===== config.mk =====
export PLATFORM = sky130hd
export DESIGN_NAME = keypad_scanner
export DESIGN_NICKNAME = d
export VERILOG_FILES = /design/src/rtl/keypad_pkg.sv /design/src/rtl/sync_2ff.sv /design/src/rtl/keypad_scanner.sv
export SDC_FILE = /design/constraint.sdc
export NUM_CORES = 1
export LEC_CHECK = 0
export ABC_AREA = 1
export CAP_MARGIN = 40
export CELL_PAD_IN_SITES_DETAIL_PLACEMENT = 1
export CELL_PAD_IN_SITES_GLOBAL_PLACEMENT = 1
export CORE_MARGIN = 8
export CORE_UTILIZATION = 39
export CTS_CLUSTER_DIAMETER = 40
export DETAILED_ROUTE_END_ITERATION = 8
export PLACE_DENSITY_LB_ADDON = 0.1
export RECOVER_POWER = 100
export SYNTH_ARGS = -nofsm -noshare
export SYNTH_HDL_FRONTEND = slang
export SYNTH_SLANG_ARGS = --single-unit

===== constraint.sdc =====
create_clock -name clock -period 2.25 [get_ports clock]
set_clock_uncertainty 0.1 [all_clocks]
set_input_delay 0.45 -clock clock [delete_from_list [all_inputs] [get_ports clock]]
set_output_delay 0.45 -clock clock [all_outputs]
set_load 0.05 [all_outputs]

===== src/rtl/keypad_pkg.sv =====
// Shared key-event definitions for the keypad scanner and the calculator core's decoder.
package keypad_pkg;

    typedef enum logic [1:0] {
        ST_SCAN,
        ST_PRESS_DB,
        ST_EMIT,
        ST_RELEASE_DB
    } kp_state_t;

    localparam int unsigned KEY_VALID = 4;
    localparam int unsigned KEY_W     = 5;
    localparam logic [3:0]  ROWS_IDLE = 4'b1111;

    typedef struct packed {
        logic       valid;
        logic [1:0] col;
        logic [1:0] row;
    } key_event_t;

    // Codes are {valid, col, row}.
    localparam logic [KEY_W-1:0] KEY_1   = 5'b1_00_00, KEY_4   = 5'b1_00_01,
                                 KEY_7   = 5'b1_00_10, KEY_0   = 5'b1_00_11,
                                 KEY_2   = 5'b1_01_00, KEY_5   = 5'b1_01_01,
                                 KEY_8   = 5'b1_01_10, KEY_3   = 5'b1_10_00,
                                 KEY_6   = 5'b1_10_01, KEY_9   = 5'b1_10_10,
                                 KEY_EQ  = 5'b1_11_00, KEY_ADD = 5'b1_11_01,
                                 KEY_SUB = 5'b1_11_10, KEY_MUL = 5'b1_11_11;

    function automatic logic one_cold(input logic [3:0] v);
        return ($countones(~v) == 1);
    endfunction

    function automatic logic [1:0] cold_index(input logic [3:0] v);
        logic [1:0] idx;
        idx = 2'd0;
        for (int i = 0; i < 4; i++) begin
            if (!v[i]) idx = 2'(i);
        end
        return idx;
    endfunction

endpackage


===== src/rtl/sync_2ff.sv =====
// Two-flop synchroniser for asynchronous inputs; idles at all-ones.
module sync_2ff #(
    parameter int unsigned WIDTH = 1
) (
    input  logic             clock,
    input  logic             reset,
    input  logic [WIDTH-1:0] d_i,
    output logic [WIDTH-1:0] q_o
);

    logic [WIDTH-1:0] meta_q;
    logic [WIDTH-1:0] sync_q;

    always_ff @(posedge clock) begin
        if (!reset) begin
            meta_q <= '1;
            sync_q <= '1;
        end else begin
            meta_q <= d_i;
            sync_q <= meta_q;
        end
    end

    assign q_o = sync_q;

endmodule


===== src/rtl/keypad_scanner.sv =====
// 4x4 keypad scanner: column scan, press/release debounce, one pulse per press.
// Optional auto-repeat while held when KEYPAD_AUTOREPEAT_EN is defined.
module keypad_scanner
    import keypad_pkg::*;
#(
    parameter int unsigned SCAN_DIV        = 50000,
    parameter int unsigned DEBOUNCE_CYCLES = 500000,
    parameter int unsigned REPEAT_DELAY    = 25000000,
    parameter int unsigned REPEAT_PERIOD   = 5000000
) (
    input  logic       clock,
    input  logic       reset,
    input  logic [3:0] rows,
    output logic [3:0] columns,
    output logic [4:0] value
);

    localparam int unsigned SW = (SCAN_DIV > 2) ? $clog2(SCAN_DIV) : 1;
    localparam int unsigned DW = (DEBOUNCE_CYCLES > 2) ? $clog2(DEBOUNCE_CYCLES) : 1;

    // Settings the scan and repeat timing cannot represent.
    if (SCAN_DIV < 4 || DEBOUNCE_CYCLES < 1 || REPEAT_DELAY < 2 || REPEAT_PERIOD < 1) begin : g_bad_params
    end

    logic [3:0]    rs;
    kp_state_t     state_q, state_d;
    logic [1:0]    col_q, col_d;
    logic [3:0]    pat_q, pat_d;
    logic [SW-1:0] slot_q, slot_d;
    logic [DW-1:0] db_q, db_d;
    logic [3:0]    columns_q;
    key_event_t    evt_q, evt_d;
    key_event_t    held_key;

`ifdef KEYPAD_AUTOREPEAT_EN
    localparam int unsigned HOLD_MAX = (REPEAT_DELAY > REPEAT_PERIOD) ? REPEAT_DELAY : REPEAT_PERIOD;
    localparam int unsigned HW       = (HOLD_MAX > 2) ? $clog2(HOLD_MAX) : 1;
    logic [HW-1:0] hold_q, hold_d;
    logic          rep_q, rep_d;
`endif

    sync_2ff #(.WIDTH(4)) u_rows_sync (
        .clock (clock),
        .reset (reset),
        .d_i   (rows),
        .q_o   (rs)
    );

    assign held_key = '{valid: 1'b1, col: col_q, row: cold_index(pat_q)};

    always_comb begin
        state_d = state_q;
        col_d   = col_q;
        pat_d   = pat_q;
        slot_d  = slot_q;
        db_d    = db_q;
        evt_d   = '0;
`ifdef KEYPAD_AUTOREPEAT_EN
        hold_d  = hold_q;
        rep_d   = rep_q;
`endif
        case (state_q)
            ST_SCAN: begin
                if (slot_q == SW'(SCAN_DIV - 1)) begin
                    slot_d = '0;
                    if (one_cold(rs)) begin
                        state_d = ST_PRESS_DB;
                        pat_d   = rs;
                        db_d    = '0;
                    end else begin
                        col_d = col_q + 2'd1;
                    end
                end else begin
                    slot_d = slot_q + SW'(1);
                end
            end
            ST_PRESS_DB: begin
                if (rs != pat_q) begin
                    state_d = ST_SCAN;
                    col_d   = col_q + 2'd1;
                    slot_d  = '0;
                end else if (db_q == DW'(DEBOUNCE_CYCLES - 1)) begin
                    state_d = ST_EMIT;
                    evt_d   = held_key;
                end else begin
                    db_d = db_q + DW'(1);
                end
            end
            ST_EMIT: begin
                state_d = ST_RELEASE_DB;
                db_d    = '0;
`ifdef KEYPAD_AUTOREPEAT_EN
                // The emit cycle itself counts as the first held cycle.
                hold_d  = HW'(1);
                rep_d   = 1'b0;
`endif
            end
            ST_RELEASE_DB: begin
                if (rs != ROWS_IDLE) begin
                    db_d = '0;
                end else if (db_q == DW'(DEBOUNCE_CYCLES - 1)) begin
                    state_d = ST_SCAN;
                    col_d   = col_q + 2'd1;
                    slot_d  = '0;
                end else begin
                    db_d = db_q + DW'(1);
                end
`ifdef KEYPAD_AUTOREPEAT_EN
                if (rs != pat_q) begin
                    hold_d = '0;
                    rep_d  = 1'b0;
                end else if (hold_q == (rep_q ? HW'(REPEAT_PERIOD - 1) : HW'(REPEAT_DELAY - 1))) begin
                    evt_d  = held_key;
                    hold_d = '0;
                    rep_d  = 1'b1;
                end else begin
                    hold_d = hold_q + HW'(1);
                end
`endif
            end
        endcase
    end

    always_ff @(posedge clock) begin
        if (!reset) begin
            state_q   <= ST_SCAN;
            col_q     <= 2'd0;
            pat_q     <= ROWS_IDLE;
            slot_q    <= '0;
            db_q      <= '0;
            columns_q <= 4'b1110;
            evt_q     <= '0;
        end else begin
            state_q   <= state_d;
            col_q     <= col_d;
            pat_q     <= pat_d;
            slot_q    <= slot_d;
            db_q      <= db_d;
            columns_q <= ~(4'b0001 << col_d);
            evt_q     <= evt_d;
        end
    end

`ifdef KEYPAD_AUTOREPEAT_EN
    always_ff @(posedge clock) begin
        if (!reset) begin
            hold_q <= '0;
            rep_q  <= 1'b0;
        end else begin
            hold_q <= hold_d;
            rep_q  <= rep_d;
        end
    end
`endif

    assign columns = columns_q;
    assign value   = evt_q;

endmodule

==> flow_metrics.tcl, run 1 <==
set metrics [dict create \
    setup_ws_ns -0.1424 \
    dieArea_um2 12930 \
    ios 15 \
    synth_seq_cells 60 \
    clk_latency_ns 0.35 \
    hold_path.class "reg2reg" \
    timing.final.max_slew_violations 0 \
    synth_edf_count 0 \
    yosysTopAreaCellShare_pct 32.26 \
    cts_hold_buf 0 \
    finish.utilization_pct 48.72 \
    r2r-start "u_rows_sync.q_o[3]$_SDFF_PN1_" \
    startpoint "u_rows_sync.q_o[3]$_SDFF_PN1_" \
    async_flop_share_pct 0 \
    syn_nets 596 \
    violations "negative setup slack" \
    io_buffers 14 \
    fp.dieH_um 113.7 \
    numClockSinks 60 \
    grt_pass1_wl_um 19690 \
    grt_setup_unrepaired "true" \
    worst_pin_slew_ns 0.9885 \
    path_cells "fa_1 -> inv_1 -> ha_2 -> ha_4 -> inv_4 -> nand3_4 -> inv_4 -> nand2_4 -> nand2_4 -> buf_6 -> nand4_1 -> nor2_1 -> a21oi_2" \
    place.gp.congestion 0.8789 \
    antenna_found_initial 0 \
    nNetsFinal 628 \
    yosys-top-cells-area "dfxtp_1, nand2_1, nor2_1" \
    arrival_ns 2.52 \
    cts-root-buf "clkbuf_8" \
    ir_drop_mv 0.2701 \
    power_density_nw_per_um2 542.3 \
    required_ns 2.38 \
    relSlewSlack_pct 34.10 \
    syn-cell-area_um2 3724 \
    hold_viol 0 \
    grt_start_max_net_pins 24 \
    worstPathMaxFanout 6 \
    dpl_worst_slack_ns -0.1755 \
    yosysSeqAreaShare_pct 32.26 \
    max_stage_delay_ns 0.53 \
    hpwlAfterDp_um 8496 \
    p_leak_uw 0.001877 \
    die_w_um 113.7 \
    via_count 3877 \
    setup_violations 33 \
    fill_cells 1226 \
    fmax_mhz 418.0 \
    htreeDepth 3 \
    syn_to_final_growth_pct 20.90 \
    final_antenna_net_count 0 \
    first_global_vias 4069 \
    wl_per_cell_um 15.40 \
    rows 35 \
    cts_tree "yes" \
    fin_crit_sh_pct 106.3 \
    core_um2 9240 \
    post-route-min-period_ns 2.392 \
    drive_gt1_share_pct 17.50 \
    wl_um 11490 \
    cts_buffers 9 \
    clkTransAtPathRegs_ns 0.08 \
    clockBufferDepth 2 \
    antennaDiodeCount 0 \
    hold_start "u_rows_sync.meta_q[2]$_SDFF_PN1_" \
    yosys.area.top_type "dfxtp_1" \
    final_cells 746 \
    avgViaCountPerCell 5.197 \
    ys_types 34 \
    syn_area_per_cell_um2 6.420 \
    netlist_instances 580 \
    dr.pass1.iters 4 \
    status "finished, violations left" \
    start_util_pct 40.30 \
    drtIter0Drc 123 \
    seq_area_um2 1204 \
    maxCapViolations 0 \
    cp_slowest_cell "fa_1" \
    grt_usage_pct 18.81 \
    ys_warn_count 0 \
    worstSetupPathType "reg2reg" \
    dpl.cell_count 723 \
    synth_ff_type "dfxtp_1" \
    multiInputGateArea_um2 2241 \
    start_kind "flop" \
    critical_path.endpoint_type "flop" \
    grt-ovfl-total 0 \
    drc 0 \
]
-- cell usage after synthesis (3+ instances only) --
cell type	count
a21oi_1	33
buf_2	9
buf_6	3
clkbuf_1	8
dfxtp_1	60
ha_1	9
inv_1	61
inv_2	8
nand2_1	154
nand2_2	3
nand2_4	3
nand3_1	51
nand3_2	4
nand4_1	36
nor2_1	77
nor2_2	5
nor3_1	11
o21ai_0	9
or2_2	9
xnor2_1	3
xor2_1	8
-- cells in the final DEF, fill, tap and decap left out, types with 10 or more instances in the layout --
master         netlist  routed
nand2_1            154     148
nor2_1              77      76
dfxtp_1             60      58
inv_1               61      55
nand3_1             51      47
nand4_1             36      36
a21oi_1             33      29
buf_4                1      22
nor3_1              11      11
inv_2                8      10
dlygate4sd3_1        0      10
-- sequential cells by signal, indices dropped and copies added, names as in the netlist, named ones only --
name / count
slot_q: 16
value: 5
u_rows_sync.q_o: 4
col_q: 2
state_q: 1
columns: 4
u_rows_sync.meta_q: 4
pat_q: 4
db_q: 19
-- layer usage --
metal	vias up	track usage, %	wire, um
li1	1930	-	-
met1	1887	21.58	5120
met2	46	33.77	5846
met3	14	3.645	315
met4	0	6.838	205
met5	-	0	0
-- stage by stage --
stage | hold WS (ns) | power, uW | instance area [um^2] | TNS, ns
after global routing | 0.3321 | 2535 | 4502 | -7.707
after CTS | 0.3283 | 2466 | 4501 | -2.064
final | 0.3229 | 2442 | 4502 | -2.662
after global placement | 0.3045 | 1204 | 4110 | -0.8760
after detailed placement | 0.3015 | 1208 | 4110 | -2.420
after floorplan | 0.2925 | 1166 | 3751 | -0.01963
-- what timing repair did --
action	4_1_cts	5_1_grt
pin swaps	12	4
endpoints found under the setup margin	27	36
buffers inserted	4	3
gates resized for setup	33	6
-- logic make-up after synthesis --
family	count (synthesis)	share of synthesized area (%)
xor gates and xnor gates	11	2.588
DFF	60	32.26
and+or+nand+nor	359	44.15
adders and majority gates	10	3.562
AOI/OAI and AO/OA	49	7.258
buffers and inverters	91	10.18
-- layout make-up --
cell class | instances | area share [%]
Timing Repair Buffer | 43 | 8.366
Sequential cell | 60 | 26.74
Inverter | 69 | 6.031
Clock buffer | 9 | 2.752
Clock inverter | 7 | 2.752
Tap cell | 129 | 3.585
Multi-Input combinational cell | 429 | 49.78
-- worst paths after layout --
kind,slack (ns),depth (start not counted),to
hold reg to reg,0.32,1,u_rows_sync.q_o[2]$_SDFF_PN1_
hold / removal,0.32,1,u_rows_sync.q_o[2]$_SDFF_PN1_
setup / recovery,-0.14,13,db_q[14]$_SDFFE_PN0P_
setup reg to reg,-0.14,13,db_q[14]$_SDFFE_PN0P_
-- power by group --
group,internal (uW),leakage (uW),switching (uW)
Clock,743,0.000120,495
Combinational,56.6,0.00127,65.7
Sequential,1070,0.000485,8.36
Total,1870,0.00188,569
-- worst max-delay path, delay by kind of cell (launching register included) --
family	cells	cell delay, ns
compound gates	1	0.08
fa+ha+maj	3	0.92
buf+inv	4	0.32
flops	1	0.33
simple gates	5	0.52
Note: power is estimated with default switching activity, not from simulation.
==> inputs of run 2 (changes only) <==
--- a/config.mk
+++ b/config.mk
@@ -10,7 +10,7 @@
 export CELL_PAD_IN_SITES_DETAIL_PLACEMENT = 1
 export CELL_PAD_IN_SITES_GLOBAL_PLACEMENT = 1
 export CORE_MARGIN = 8
-export CORE_UTILIZATION = 39
+export CORE_UTILIZATION = 47
 export CTS_CLUSTER_DIAMETER = 40
 export DETAILED_ROUTE_END_ITERATION = 8
 export PLACE_DENSITY_LB_ADDON = 0.1
==> constraint.sdc (replaced) <==
create_clock -name clock -period 2.9 [get_ports clock]
set_clock_uncertainty 0.1 [all_clocks]
set_input_delay 0.58 -clock clock [delete_from_list [all_inputs] [get_ports clock]]
set_output_delay 0.58 -clock clock [all_outputs]
set_load 0.05 [all_outputs]
==> run 2 against run 1 <==
Non-clock buffer count shrank 21. Largest cell class unchanged. Critical path type unchanged. Register-to-register slack gained 0.39 ns. Cell count shrank 6.4%. Critical endpoint is now db_q[1]$_SDFFE_PN0P_. Global-route usage grew 1.7 points. Die area shrank 15%. The run now ends clean. Power shrank 35%.
==> flow_metrics.tcl, run 2 (same netlist as run 1, synthesis figures left out) <==
set metrics [dict create \
    status "finished clean" \
    maxCapViolations 0 \
    start_kind "flop" \
    critical_path.endpoint_type "flop" \
    post-route-min-period_ns 2.647 \
    grt_usage_pct 20.55 \
    timing.final.max_slew_violations 0 \
    worst_pin_slew_ns 1.150 \
    power_density_nw_per_um2 387.8 \
    ios 15 \
    wl_per_cell_um 15.99 \
    grt-ovfl-total 0 \
    cts-root-buf "clkbuf_8" \
    io_buffers 14 \
    hold_path.class "reg2reg" \
    cts_buffers 9 \
    clockBufferDepth 2 \
    postCtsSetupRepairBufs 0 \
    fill_cells 1088 \
    layout_commonest_cell "nand2_1" \
    final_cell_mix "nand2_1, nor2_1, inv_1, dfxtp_1, nand3_1" \
    setup_ws_ns 0.2525 \
    relSlewSlack_pct 23.37 \
    dpl_worst_slack_ns 0.1342 \
    drive_gt1_share_pct 9.228 \
    antenna_found_initial 0 \
    cts_tree "yes" \
    fmax_mhz 377.7 \
    grt_pass1_wl_um 18950 \
    syn_to_final_growth_pct 9.644 \
    wl_um 11160 \
    cts_hold_buf 0 \
    place.gp.congestion 0.9052 \
    setup_violations 0 \
    final_antenna_net_count 0 \
    setup_tns_ns 0 \
    via_count 3842 \
    fin_crit_sh_pct 91.29 \
    seq_area_um2 1201 \
    post_cts_resized 0 \
    multiInputGateArea_um2 2125 \
    start_util_pct 48.44 \
    numClockSinks 60 \
    worstSetupPathType "reg2reg" \
    ir_drop_mv 0.2139 \
    first_global_vias 3993 \
    hold_viol 0 \
    required_ns 3.09 \
    p_leak_uw 0.001720 \
    avgViaCountPerCell 5.504 \
    die_w_um 105.0 \
    worstPathMaxFanout 12 \
    hpwlAfterDp_um 8361 \
    antennaDiodeCount 0 \
    clkTransAtPathRegs_ns 0.08 \
    nNetsFinal 607 \
    rows 32 \
    arrival_ns 2.84 \
    htreeDepth 3 \
    drtIter0Drc 146 \
    largest_reg_flops 19 \
    fp.dieH_um 105.0 \
    grt_start_max_net_pins 27 \
    grt_setup_unrepaired "false" \
    dieArea_um2 11030 \
    drc 0 \
    finish.utilization_pct 53.11 \
    dr.pass1.iters 4 \
    power.total_uw 1583 \
    core_um2 7687 \
    clk_latency_ns 0.35 \
    regMostFlops "db_q" \
]
==> run 2: cell count changes in the layout (fill, tap and decap cells not counted), sizes merged <==
| cell | before | now |
|---|---|---|
| bufinv | 3 | 0 |
| inv | 70 | 68 |
| buf | 28 | 7 |
| clkbuf | 10 | 12 |
| clkinv | 2 | 5 |
==> run 2: where the power goes <==
part	switching [uW]	internal (uW)	total [uW]
Combinational	41.6	27.3	68.9
Sequential	7.67	832	840
Clock	347	327	674
Total	396	1190	1580
==> run 2: layer usage <==
| metal | GRT usage (%) | wire length, um |
|---|---|---|
| met2 | 36.11 | 5519 |
| met3 | 3.563 | 463 |
| met1 | 23.93 | 4924 |
| met5 | 0 | 0 |
| met4 | 8.869 | 254 |
==> run 2: layout make-up <==
cell class                      count  area share [%]
Clock buffer                       11           3.463
Clock inverter                      5          0.6742
Inverter                           69           6.466
Multi-Input combinational cell    429           52.04
Sequential cell                    60           29.42
Tap cell                          102           3.126
Timing Repair Buffer               22           4.812
==> run 2: worst max-delay path: stages, from the launching register on <==
cell and delay, ns:
dfxtp_1 0.35, fa_1 0.56, inv_1 0.05, ha_1 0.17, ha_1 0.26, inv_1 0.08
nand3_1 0.12, inv_2 0.11, nand2_2 0.07, nand2_4 0.12, nand2_4 0.14, inv_6 0.14
nand2_1 0.11, nand2_1 0.08, nand2_1 0.05, nor2_1 0.08
==> run 2: per-stage QoR <==
stage / cells / hold slack (ns) / cell area, um^2
global route: 698 / 0.3427 / 4083
finish: 698 / 0.3159 / 4083
global placement: 682 / 0.3010 / 3931
floorplan: 580 / 0.2925 / 3724
CTS: 698 / 0.3145 / 4100
detailed placement: 682 / 0.3024 / 3931
==> run 2: worst paths after layout <==
path	from	to	slack [ns]	cells after the start
setup / recovery	u_rows_sync.q_o[0]$_SDFF_PN1_	db_q[1]$_SDFFE_PN0P_	0.25	15
hold / removal	u_rows_sync.meta_q[0]$_SDFF_PN1_	u_rows_sync.q_o[0]$_SDFF_PN1_	0.32	1
setup reg to reg	u_rows_sync.q_o[0]$_SDFF_PN1_	db_q[1]$_SDFFE_PN0P_	0.25	15
hold reg to reg	u_rows_sync.meta_q[0]$_SDFF_PN1_	u_rows_sync.q_o[0]$_SDFF_PN1_	0.32	1
